===== src/rtl/signature_reader_pkg.sv =====
// signature_reader_pkg: data-memory bus request/response types shared by the signature reader and its harness
package signature_reader_pkg;

    typedef struct packed {
        logic        mem_valid;
        logic        mem_instr;
        logic [31:0] mem_addr;
        logic [31:0] mem_wdata;
        logic [3:0]  mem_wstrb;
    } mem_in_type;

    typedef struct packed {
        logic        mem_ready;
        logic [31:0] mem_rdata;
    } mem_out_type;

endpackage


===== src/rtl/signature_reader.sv =====
// signature_reader: walks the signature word range on the data-memory bus and streams each word out on a valid/ready port
module signature_reader
    import signature_reader_pkg::*;
#(
    parameter int TIMEOUT = 1024,
    parameter int CNT_W   = 16
) (
    input  logic              clk,
    input  logic              rst,
    input  logic              start,
    input  logic [31:0]       sig_begin,
    input  logic [31:0]       sig_end,
    input  mem_out_type       dmem_out,
    output mem_in_type        dmem_in,
    output logic              sig_valid,
    output logic [31:0]       sig_data,
    input  logic              sig_ready,
    output logic              busy,
    output logic              done,
    output logic              err,
    output logic [CNT_W-1:0]  word_cnt
);

    typedef enum logic [2:0] {IDLE, REQ, OUT, FIN, ERR} sig_rd_state_t;

    localparam int               TMO_W    = $clog2(TIMEOUT + 1);
    localparam logic [TMO_W-1:0] TMO_LAST = TMO_W'(TIMEOUT - 1);

    sig_rd_state_t    state_q, state_d;
    logic [29:0]      addr_q, addr_d;
    logic [29:0]      end_q, end_d;
    logic [31:0]      data_q, data_d;
    logic [CNT_W-1:0] cnt_q, cnt_d;
    logic [TMO_W-1:0] tmo_q, tmo_d;
    logic             err_q, err_d;
    logic             empty;

    // Byte offsets inside a word are dropped before comparing the range ends.
    assign empty = (sig_end >> 2) < (sig_begin >> 2);

    always_comb begin
        state_d = state_q;
        addr_d  = addr_q;
        end_d   = end_q;
        data_d  = data_q;
        cnt_d   = cnt_q;
        tmo_d   = tmo_q;
        err_d   = err_q;
        case (state_q)
            IDLE: if (start) begin
                addr_d  = sig_begin[31:2];
                end_d   = sig_end[31:2];
                cnt_d   = '0;
                err_d   = 1'b0;
                tmo_d   = '0;
                state_d = empty ? FIN : REQ;
            end
            REQ: if (dmem_out.mem_ready) begin
                data_d  = dmem_out.mem_rdata;
                state_d = OUT;
            end else if (tmo_q == TMO_LAST) begin
                err_d   = 1'b1;
                state_d = ERR;
            end else begin
                tmo_d = tmo_q + 1'b1;
            end
            OUT: if (sig_ready) begin
                cnt_d   = &cnt_q ? cnt_q : cnt_q + 1'b1;
                tmo_d   = '0;
                addr_d  = addr_q == end_q ? addr_q : addr_q + 1'b1;
                state_d = addr_q == end_q ? FIN : REQ;
            end
            FIN:     state_d = IDLE;
            ERR:     state_d = IDLE;
            default: state_d = IDLE;
        endcase
    end

    always_ff @(posedge clk) begin
        if (rst) begin
            state_q <= IDLE;
            addr_q  <= '0;
            end_q   <= '0;
            data_q  <= '0;
            cnt_q   <= '0;
            tmo_q   <= '0;
            err_q   <= 1'b0;
        end else begin
            state_q <= state_d;
            addr_q  <= addr_d;
            end_q   <= end_d;
            data_q  <= data_d;
            cnt_q   <= cnt_d;
            tmo_q   <= tmo_d;
            err_q   <= err_d;
        end
    end

    assign dmem_in = '{
        mem_valid: state_q == REQ,
        mem_instr: 1'b0,
        mem_addr:  {addr_q, 2'b00},
        mem_wdata: 32'h0,
        mem_wstrb: 4'h0
    };

    assign sig_valid = state_q == OUT;
    assign sig_data  = data_q;
    assign busy      = state_q inside {REQ, OUT, FIN};
    assign done      = state_q == FIN;
    assign err       = err_q;
    assign word_cnt  = cnt_q;

endmodule


===== config.mk =====
export PLATFORM = sky130hd
export DESIGN_NAME = signature_reader
export DESIGN_NICKNAME = d
export VERILOG_FILES = /design/src/rtl/signature_reader_pkg.sv /design/src/rtl/signature_reader.sv
export SDC_FILE = /design/constraint.sdc
export NUM_CORES = 1
export LEC_CHECK = 0
export CAP_MARGIN = 20
export CORE_UTILIZATION = 42
export CTS_CLUSTER_SIZE = 28
export DETAILED_ROUTE_END_ITERATION = 7
export PLACE_DENSITY = 0.86
export SLEW_MARGIN = 20
export SYNTH_ARGS = -nofsm -noshare
export SYNTH_HDL_FRONTEND = slang
export SYNTH_SLANG_ARGS = --single-unit

===== constraint.sdc =====
create_clock -name clk -period 2.4 [get_ports clk]
set_clock_uncertainty 0.2 [all_clocks]
set_input_delay 0.6 -clock clk [delete_from_list [all_inputs] [get_ports clk]]
set_output_delay 0.6 -clock clk [all_outputs]
set_load 0.02 [all_outputs]

# ---- Word level (Yosys, flattened, before mapping)
# Cells that the tools add are included.
# Widths: inputs -> output; s select.
dict set report op_classes {
  n_addsub 3
  order_cmp 1
  n_eq_ne 13
  mux 24
  n_reduce_logical 13
}
# op n
set ops {}
lappend ops {{$mux 30} 3}
lappend ops {{$pmux 30 s2} 1}
lappend ops {{$mux 16} 3}
lappend ops {{$mux 11} 4}
lappend ops {{$pmux 11 s3} 1}
lappend ops {{$pmux 16 s2} 1}
lappend ops {{$add 30x1->30 const B} 1}
lappend ops {{$eq 30x30->1} 1}
lappend ops {{$lt 30x30->1} 1}
lappend ops {{$add 16x1->16 const B} 1}
lappend ops {{$reduce_and 16->1} 1}
lappend ops {{$mux 3} 4}
lappend ops {{$reduce_and 4->1} 3}
lappend ops {{$add 11x1->11 const B} 1}
lappend ops {{$eq 11x10->1 const B} 1}
lappend ops {{$ne 2x2->1 const B} 5}
lappend ops {{$pmux 3 s3} 1}
lappend ops {{$eq 3x2->1 const B} 2}
lappend ops {{$reduce_bool 3->1} 2}
lappend ops {{$reduce_and 5->1} 1}
lappend ops {{$mux 2} 2}
lappend ops {{$ne 2x1->1 const B} 2}
lappend ops {{$reduce_and 2->1} 2}
lappend ops {{$reduce_bool 2->1} 2}
lappend ops {{6 further kinds} 8}
dict set report word_totals {
  regBits 123
  inputBits 101
  out_inout_bits 122
  word_cells 61
}

# ---- Depth between registers and ports, before layout
# Gate-level depths: netlist of run 1.
dict set report depth {
  depth_word 4
  ltp_mapped 10
  depth_no_buf 8
}

# ---- Worst setup path before layout of run 1
# Ideal clock, no wire load.
dict set report synth_timing {
  path_type {register to output}
  from {reg state_q[2]}
  to {out sig_valid}
  arrival_time_ns 1.617
  required_ns 1.600
  setup_slack_ns -0.017
  stages_incl_launch_ff 7
  n_path_buf 4
  cell_sequence {dfxtp_1 buf_6 or3b_1 buf_6 inv_1 buf_2 clkbuf_1}
}
dict set report synth_between {
  elab_chain_cells 1
}
# element line
set synth_lines {}
lappend synth_lines {{start, declared} signature_reader.sv:29} ;# sig_rd_state_t state_q, state_d;
lappend synth_lines {{start signal, assigned} signature_reader.sv:89} ;# state_q <= state_d;
lappend synth_lines {{$eq 3x2->1} signature_reader.sv:107} ;# assign sig_valid = state_q == OUT;
lappend synth_lines {{end, declared} signature_reader.sv:15} ;# output logic sig_valid,
# No other way between the ends.

# ---- Worst setup path after layout of run 1
dict set report layout_timing {
  from {reg addr_q[4]}
  to {out dmem_in[42] (netlist bit)}
}
# element line
set layout_rtl {}
lappend layout_rtl {{start, declared} signature_reader.sv:30} ;# logic [29:0] addr_q, addr_d;
lappend layout_rtl {{start signal, assigned} signature_reader.sv:90} ;# addr_q <= addr_d;
lappend layout_rtl {{end, declared} signature_reader.sv:14} ;# output mem_in_type dmem_in,
# No word-level cell between the ends.

==> results of run 1 <==
state kept, by name, indices dropped and copies added (netlist names):
register and flops:
sig_data 32, addr_q 30, end_q 30, word_cnt 16, tmo_q 11, state_q 3
err 1
worst reg2reg max path: cells and delay by family (launching register included):
family,cells,cell delay (ns)
AND/OR/NAND/NOR,2,0.59
AO/OA/AOI/OAI,2,0.42
flip-flops,1,0.33
buffers and inverters,3,0.48
XOR/XNOR,1,0.21
how the worst max path moves through the flow:
| stage | end | cells after the start |
|---|---|---|
| 2_1_floorplan | addr_q[28] | 7 |
| 3_3_place_gp | state_q[1] | 10 |
| 3_5_place_dp | state_q[1] | 9 |
| 4_1_cts | dmem_in[69] | 4 |
| 5_1_grt | state_q[1] | 9 |
| 6_report | dmem_in[42] | 2 |
layer usage:
metal | vias up | wire [µm] | share of wire
met4 | 0 | 900 | 0.041
met3 | 87 | 1840 | 0.083
met2 | 378 | 10700 | 0.48
met1 | 3414 | 8720 | 0.39
li1 | 3549 | - | -
met5 | - | 0 | 0
where the power goes:
group          internal (W)  switching, W  total, W
clock network       0.00168      0.000945   0.00262
logic              0.000957       0.00112   0.00208
registers           0.00221      0.000139   0.00235
total               0.00484       0.00220   0.00704
kinds of logic after synthesis:
logic type               after synthesis
flip-flops                           123
XOR/XNOR                              45
multiplexers                           1
AND/OR/NAND/NOR                      353
AO/OA/AOI/OAI                        214
buffers and inverters                129
adder cells (fa/ha/maj)               32
other                                  1
timing repair:
item / CTS / global route
resized for setup: 17 / 27
buffers inserted: 0 / 3
pin swaps: 3 / 9
setup endpoints to repair: 11 / 28
cloned: 0 / 2
Yosys cell counts (2+ instances only):
master and number:
nand2_1 182, a211oi_1 10, or3_1 13, o21ai_0 37, o21ai_2 3, buf_6 7
o2111a_1 2, xnor2_1 13, o21a_1 3, dfxtp_1 123, ha_1 32, a21oi_2 3
o22ai_1 7, and2_1 5, xor2_1 32, nor3_2 3, nor2_1 54, a31oi_1 3
a31o_2 2, nor3b_1 2, a311oi_1 2, o32ai_1 6, o2111ai_1 2, buf_2 4
nand3_1 21, buf_4 41, nor3_1 18, and3_1 7, inv_1 41, o31a_1 2
clkbuf_1 35, and4_1 10, a21oi_1 113, nor4_1 13, a41oi_1 2, o221a_2 2
a21o_1 3, nand2b_1 2, nand4_1 15
layout by cell type, fill, tap and decap left out, types with 9 or more instances in the layout:
cell type | netlist | final
buf_4 | 41 | 94
a211oi_1 | 10 | 9
nor3_1 | 18 | 18
a21oi_1 | 113 | 108
conb_1 | 1 | 39
nand4_1 | 15 | 15
dfxtp_1 | 123 | 122
ha_1 | 32 | 27
nand3_1 | 21 | 21
xor2_1 | 32 | 32
nand2_1 | 182 | 181
or3_1 | 13 | 13
clkdlybuf4s50_1 | 0 | 170
nor2_1 | 54 | 54
buf_12 | 0 | 11
xnor2_1 | 13 | 13
and4_1 | 10 | 10
inv_1 | 41 | 39
o21ai_0 | 37 | 34
clkbuf_16 | 0 | 19
nor4_1 | 13 | 13
area by class of cell:
class | count | area share
Multi-Input combinational cell | 684 | 0.391
Clock inverter | 12 | 0.0142
Tap cell | 216 | 0.0263
Clock buffer | 20 | 0.0444
Inverter | 41 | 0.0153
Timing Repair Buffer | 286 | 0.269
Sequential cell | 123 | 0.240
per-stage QoR:
stage | cells | worst slack [ns]
global route | 1382 | -0.0311
CTS | 1377 | 0.00129
global placement | 1345 | -0.414
floorplan | 936 | 0.0589
detailed placement | 1345 | -0.475
finish | 1382 | 0.0299
==> qor.yml, run 1 <==
drv_slew: 0
place.gp.congestion: 0.846
synth_edf_count: 0
cts-hold-fix-buffers: 0
cts_tree: "done"
cts_buffer_depth: 2
drv_cap: 0
wl_per_cell_um: 16.1
muxShareOfSynthArea: 0.00145
synth_compound_area_frac: 0.189
antenna_found_initial: 0
r2r_slack_ns: 0.07
grt_pass1_wl_um: 32800
synth_top_family_by_area: "simple AND/OR/NAND/NOR gates"
r2r.worst_path.cells: 8
synthXorXnorAreaFrac: 0.0571
critPathBufInv: 2
syn_area_um2: 6910
crit_type: "flip-flop to output port"
r2r-start: "end_q[6]"
insertion_delay_ns: 0.42
r2r_end: "addr_q[26]"
cts.htree.levels: 4
grt_max_degree: 60
place_hpwl_um: 15300
fillerInstances: 1289
hold_end: "sig_data[30]"
vias_per_cell: 5.37
start_util: 0.433
num_vias: 7428
run_status: "finished clean"
fin_util: 0.645
area_growth_pct: 48.9
synthSimpleGateAreaFrac: 0.236
drtIter0Drc: 650
worstSetupEndpointType: "output port"
nets: 1286
die_h_um: 130
fin_area_um2: 10300
crit_slowest_cell: "clkdlybuf4s50_1"
yosysUniqueCellTypes: 62
hold_path_class: "flip-flop to flip-flop"
whs_ns: 0.252
grtUsageTotal: 0.248
slowest_delay_ns: 0.63
met2_usage: 0.430
multi_input_area_um2: 4020
synth_area_leaders: "dfxtp_1, nand2_1, a21oi_1"
p_per_area_nw_per_um2: 685
synth_seq_cells: 123
placed_cell_area_um2: 9470
grt_pass1_vias: 6775
cp_data_arrival_time_ns: 1.57
ys_async_sr_fraction: 0
fmax_ghz: 0.422
postSynthAreaPerCell_um2: 7.69
grtUsageMet3: 0.0562
critPathLaunchType: "flip-flop"
n_antenna_cell: 0
ys.flop_type: "dfxtp_1"
top_usage_layer: "met2"
critPathRequiredTime_ns: 1.60
seqCellArea_um2: 2460
crit_family: "buffers and inverters"
cts-root-buf: "clkbuf_16"
grt_overflow: 0
peakVddDrop_v: 0.000543
portBuffers: 179
grtUsageMet1: 0.289
wl_um: 22200
die_area_um2: 17000
die_w_um: 130
drc: 0
leakagePower_nw: 4.19
std_cell_rows: 46
numClockSinks: 123
postRouteAntennaNets: 0
min_from: "sig_data[30]"
synth_top_area_frac: 0.357
power_w: 0.00704
core_um2: 15900
clkTransAtPathRegs_ns: 0.06
crit_chain: "buf_4, clkdlybuf4s50_1"
hold_path_depth: 2
yosys_warnings: 0
fin_crit_sh: 0.988
fin_setup_tns_ns: 0
finalHoldViolations: 0
yosys.area_share.adder: 0.0580
ioPinCount: 223
critPathLaunch: "addr_q[4]"
synth_seq_area_share: 0.357
worstPathMaxFanout: 8
synthCells: 898
dr.pass1.iters: 6
setup_violations: 0
cts-buffers-inserted: 17
fin_crit_ns: 2.37
synth_area_leader_cell: "dfxtp_1"
drive_above_1_share: 0.159
Note: power is estimated with default switching activity, not from simulation.
==> run 2, diff against run 1 <==
--- a/config.mk
+++ b/config.mk
@@ -10,6 +10,7 @@
 export CTS_CLUSTER_SIZE = 28
 export DETAILED_ROUTE_END_ITERATION = 7
 export PLACE_DENSITY = 0.86
+export RECOVER_POWER = 25
 export SLEW_MARGIN = 20
 export SYNTH_ARGS = -nofsm -noshare
 export SYNTH_HDL_FRONTEND = slang
==> run 2 against run 1 <==
Via count down 0.15%. Worst hold slack hardly changed. Sequential share of layout area rose by 0.079 points. Power decreased by 0.22%. Sequential power about the same. Critical path type unchanged.
==> qor.yml, run 2 (same netlist as run 1, synthesis figures left out) <==
run_status: "finished clean"
wl_per_cell_um: 16.0  # about the same
hold_path_depth: 2  # unchanged
vias_per_cell: 5.37  # -0.15%
fmax_ghz: 0.423  # +0.17%
drv_cap: 0  # unchanged
die_w_um: 130  # unchanged
drive_above_1_share: 0.158  # -0.000858
crit_type: "flip-flop to output port"
power_w: 0.00703  # -0.22%
cts_buffer_depth: 2  # unchanged
critPathRequiredTime_ns: 1.60  # about the same
grt_overflow: 0  # unchanged
p_sw_w: 0.00220  # about the same
worstPathMaxFanout: 8  # unchanged
n_antenna_cell: 0  # unchanged
grt_pass1_wl_um: 32800  # unchanged
clkTransAtPathRegs_ns: 0.06  # about the same
std_cell_rows: 46  # unchanged
fin_util: 0.643  # -0.00212
numClockSinks: 123  # unchanged
ioPinCount: 223  # unchanged
worstSetupEndpointType: "output port"
critPathLaunchType: "flip-flop"
cts-buffers-inserted: 17  # unchanged
cts_tree: "done"
post-place-ws_ns: -0.475  # unchanged
fin_crit_ns: 2.37  # -0.00405 ns
p_per_area_nw_per_um2: 686  # +0.11%
drtIter0Drc: 657  # +1.1%
layout_setup_ws_ns: 0.0339  # +0.00405 ns
fin_area_um2: 10200  # -0.33%
start_util: 0.433  # unchanged
grt_max_degree: 60  # unchanged
finalHoldViolations: 0  # unchanged
place.gp.congestion: 0.846  # unchanged
grtUsageTotal: 0.248  # unchanged
die_h_um: 130  # unchanged
fin_crit_sh: 0.986  # -0.00169
worstMarginPinSlew_ns: 0.728
wl_um: 22200  # about the same
core_um2: 15900  # unchanged
place_hpwl_um: 15300  # unchanged
p_comb_frac: 0.292  # -0.003
hold_path_class: "flip-flop to flip-flop"
slew_headroom: 0.514
insertion_delay_ns: 0.42  # about the same
die_area_um2: 17000  # unchanged
nets: 1286  # unchanged
seq_power_share: 0.334  # about the same
postRouteAntennaNets: 0  # unchanged
area_growth_pct: 48.4
cts.htree.levels: 4  # unchanged
drc: 0  # unchanged
dr.pass1.iters: 5  # -1
leakagePower_nw: 4.18  # -0.30%
p_int_w: 0.00482  # -0.34%
setup_violations: 0  # unchanged
pwr-share-clk: 0.374  # +0.002
cts-root-buf: "clkbuf_16"
final_cell_mix: "nand2_1, clkdlybuf4s50_1, dfxtp_1"
whs_ns: 0.251  # -0.000470 ns
grt_pass1_vias: 6775  # unchanged
portBuffers: 179  # unchanged
switching_share: 0.314  # +0.000858
num_vias: 7417  # -0.15%
layout.cells.most_common: "nand2_1"
largest_reg_flops: 32  # unchanged
peakVddDrop_v: 0.000541  # -0.29%
antenna_found_initial: 0  # unchanged
cp_data_arrival_time_ns: 1.57  # about the same
drv_slew: 0  # unchanged
placed_cell_area_um2: 9470  # unchanged
r2r.worst_path.cells: 8  # unchanged
==> run 2: cell types whose count changed in the layout (fill, tap and decap cells not counted) <==
cell	previous run	this run
and2_0	0	2
and2_1	5	3
buf_12	11	9
buf_2	2	3
buf_4	94	93
clkbuf_1	1	2
clkbuf_2	0	1
==> run 2: repair_timing <==
action                                  4_1_cts  5_1_grt
endpoints found under the setup margin       11       28
hold buffers                                  0        0
cloned                                        0        2
pin swaps                                     3        9
resized for setup                            17       27
buffers inserted                              0        3
==> run 2: cell type report <==
type,count,area (µm²)
timing repair buffer,286,2730
clock inverter,12,146
fill,1293,5700
clock buffer,20,457
multi-input combinational,684,4020
sequential,123,2460
inverter,41,158
tap,216,270
==> run 2: critical path: stages (launching register included) <==
cell and delay [ns]:
dfxtp_1 0.36, buf_4 0.17, clkdlybuf4s50_1 0.63
==> run 2: worst paths after layout <==
| check | from | endpoint | slack (ns) |
|---|---|---|---|
| worst min-delay path | sig_data[30] | sig_data[30] | 0.25 |
| worst max register to register | end_q[6] | addr_q[26] | 0.07 |
| worst min register to register | sig_data[30] | sig_data[30] | 0.25 |
| worst max-delay path | addr_q[4] | dmem_in[42] | 0.03 |
==> run 2: power groups by stage <==
| stage | combinational [W] | sequential (W) | clock, W |
|---|---|---|---|
| 2_1_floorplan | 0.000928 | 0.00251 | 0 |
| 3_3_place_gp | 0.00190 | 0.00237 | 0 |
| 3_5_place_dp | 0.00195 | 0.00238 | 0 |
| 4_1_cts | 0.00196 | 0.00234 | 0.00265 |
| 5_1_grt | 0.00220 | 0.00236 | 0.00275 |
| 6_report | 0.00205 | 0.00235 | 0.00263 |
==> run 2: per-layer routing <==
metal  vias to the layer above  GRT usage  part of all wire
met5                         -          0                 0
met4                         0      0.120             0.037
met3                        75     0.0562             0.078
met2                       376      0.430              0.49
met1                      3424      0.289              0.39
li1                       3542          -                 -
==> run 2: per-stage QoR <==
step                cells  TNS, ns
finish               1382        0
global route         1382  -0.0311
CTS                  1377        0
detailed placement   1345    -4.87
global placement     1345    -3.74
floorplan             936        0
==> run 3, diff against run 2 <==
--- a/config.mk
+++ b/config.mk
@@ -6,10 +6,11 @@
 export NUM_CORES = 1
 export LEC_CHECK = 0
 export CAP_MARGIN = 20
-export CORE_UTILIZATION = 42
+export CORE_UTILIZATION = 40
 export CTS_CLUSTER_SIZE = 28
 export DETAILED_ROUTE_END_ITERATION = 7
-export PLACE_DENSITY = 0.86
+export MAX_ROUTING_LAYER = met4
+export PLACE_DENSITY = 0.83
 export RECOVER_POWER = 25
 export SLEW_MARGIN = 20
 export SYNTH_ARGS = -nofsm -noshare
==> run 3 against run 2 <==
The flow now finishes with violations (setup timing). Clock power grew 16%. Die area is 4.9% higher. Cell count increased by 1.3%. Setup slack worse by 0.097 ns. Wire length rose by 2.3%. Critical path type is now flip-flop to flip-flop. Critical endpoint is now addr_q[28].
==> qor.yml, run 3 (same netlist as run 1, synthesis figures left out) <==
run_status: "finished, violations left"
violations: "setup timing"
cts-buffers-inserted: 17  # unchanged
drv_slew: 0  # unchanged
area_growth_pct: 50.5
worstPathMaxFanout: 8  # unchanged
layout.cells.most_common: "nand2_1"
die_h_um: 133  # +2.4%
nets: 1299  # +1.0%
clkTransAtPathRegs_ns: 0.06  # about the same
core_um2: 16700  # +4.8%
pwr-share-clk: 0.406  # +0.032
slew_headroom: 0.489  # -0.0259
grt_overflow: 0  # unchanged
postRouteAntennaNets: 0  # unchanged
die_area_um2: 17800  # +4.9%
cts.htree.levels: 4  # unchanged
fin_crit_sh: 1.03  # +0.0406
drtIter0Drc: 617  # -6.1%
numClockSinks: 123  # unchanged
p_int_w: 0.00527  # +9.2%
hold_end: "sig_data[24]"
antenna_found_initial: 0  # unchanged
min_from: "sig_data[24]"
wl_per_cell_um: 16.2  # +0.94%
wl_um: 22700  # +2.3%
grt_setup_unrepaired: "true"
fin_crit_ns: 2.46  # +0.0974 ns
leakagePower_nw: 4.25  # +1.8%
grt_pass1_vias: 6961  # +2.7%
seq_power_share: 0.309  # -0.025
hold_path_class: "flip-flop to flip-flop"
layout_setup_ws_ns: -0.0634  # -0.0974 ns
drc: 0  # unchanged
place.gp.congestion: 0.864  # +2.2%
grt_max_degree: 63  # +5.0%
cts_buffer_depth: 2  # unchanged
r2r-start: "addr_q[9]"
crit_type: "flip-flop to flip-flop"
ioPinCount: 223  # unchanged
critPathLaunchType: "flip-flop"
final_cell_mix: "nand2_1, clkdlybuf4s50_1, dfxtp_1"
vias_per_cell: 5.34  # -0.50%
final-instance-count-excl-fill: 1400  # +1.3%
drv_cap: 0  # unchanged
r2r.worst_path.cells: 8  # unchanged
critPathLaunch: "addr_q[9]"
num_vias: 7476  # +0.80%
cts-hold-fix-buffers: 0  # unchanged
hold_path_depth: 2  # unchanged
critPathRequiredTime_ns: 2.54  # +0.94 ns
drive_above_1_share: 0.165  # +0.00674
fmax_ghz: 0.406  # -4.0%
fin_util: 0.622  # -0.0206
setup_violations: 1  # +1
grt_pass1_wl_um: 34900  # +6.6%
portBuffers: 179  # unchanged
insertion_delay_ns: 0.42  # about the same
cp_data_arrival_time_ns: 2.60  # +1.03 ns
p_sw_w: 0.00224  # +1.5%
dr.pass1.iters: 7  # +2
switching_share: 0.298  # -0.0155
largest_reg_flops: 32  # unchanged
r2r_end: "addr_q[28]"
peakVddDrop_v: 0.000553  # +2.2%
p_per_area_nw_per_um2: 722  # +5.3%
place_hpwl_um: 15300  # -0.13%
start_util: 0.413  # -0.0197
cts-root-buf: "clkbuf_16"
grtUsageTotal: 0.256  # +0.00729
finalHoldViolations: 0  # unchanged
die_w_um: 133  # +2.4%
placedCellCount: 1353  # +0.59%
worstMarginPinSlew_ns: 0.767  # +0.0388 ns
worstSetupEndpointType: "flip-flop"
std_cell_rows: 47  # +2.2%
r2r_slack_ns: -0.06  # -0.13 ns
p_comb_frac: 0.285  # -0.007
cts_tree: "done"
==> run 3: cell count changes in the layout (fill, tap and decap cells not counted), sizes merged, moves of 2 or more <==
cell,before,now
clkbuf,24,30
dlygate4sd2,2,0
buf,106,116
clkinvlp,4,2
bufinv,3,7
clkinv,6,4
==> run 3: metal layers <==
| metal | vias to the layer above | GRT usage | routed length (µm) |
|---|---|---|---|
| li1 | 3576 | - | - |
| met1 | 3397 | 0.293 | 8690 |
| met2 | 401 | 0.414 | 10900 |
| met3 | 102 | 0.0578 | 2010 |
| met4 | 0 | 0.138 | 1080 |
| met5 | - | - | 0 |
==> run 3: layout make-up <==
cell class | instances | area [µm²]
antenna | 1 | 2.50
inverter | 41 | 158
clock buffer | 20 | 457
fill | 1401 | 6310
clock inverter | 12 | 241
tap | 220 | 275
sequential | 123 | 2460
multi-input combinational | 685 | 4010
timing repair buffer | 298 | 2780
==> run 3: how the worst max path moves through the flow <==
| stage | to | slack, ns | cells past startpoint |
|---|---|---|---|
| 4_1_cts | dmem_in[69] | -0.05 | 4 |
| 6_report | addr_q[28] | -0.06 | 8 |
| 3_5_place_dp | state_q[1] | -0.42 | 10 |
| 5_1_grt | addr_q[28] | -0.09 | 9 |
| 2_1_floorplan | addr_q[28] | 0.06 | 7 |
| 3_3_place_gp | state_q[1] | -0.38 | 9 |
==> run 3: per-stage QoR <==
stage	area (µm²)	total power, W	hold WS, ns	setup slack [ns]	setup TNS (ns)
floorplan	7050	0.00344	0.248	0.0589	0
global placement	9450	0.00428	0.241	-0.375	-8.72
detailed placement	9450	0.00432	0.246	-0.419	-11.35
CTS	10300	0.00745	0.254	-0.0545	-0.0545
global route	10400	0.00780	0.256	-0.0856	-0.245
finish	10400	0.00751	0.252	-0.0634	-0.0634
==> run 3: critical path: stages, from the launching register on <==
cell	delay, ns
dfxtp_1	0.36
buf_4	0.18
nand4_1	0.20
nor2_1	0.32
nand4_1	0.31
buf_4	0.26
o21ai_0	0.21
a21oi_1	0.12
a211oi_2	0.21
==> run 3: power groups by stage <==
stage / sequential, W / clock [W] / combinational [W]
after detailed placement: 0.00236 / 0 / 0.00197
after global routing: 0.00234 / 0.00318 / 0.00228
after CTS: 0.00232 / 0.00308 / 0.00205
after global placement: 0.00235 / 0 / 0.00193
final: 0.00232 / 0.00305 / 0.00214
after floorplan: 0.00251 / 0 / 0.000928
==> run 3: what timing repair did <==
item	CTS	global route
cloned	2	1
buffers inserted	5	6
pin swaps	2	7
setup endpoints to repair	41	46
gates resized for setup	15	34
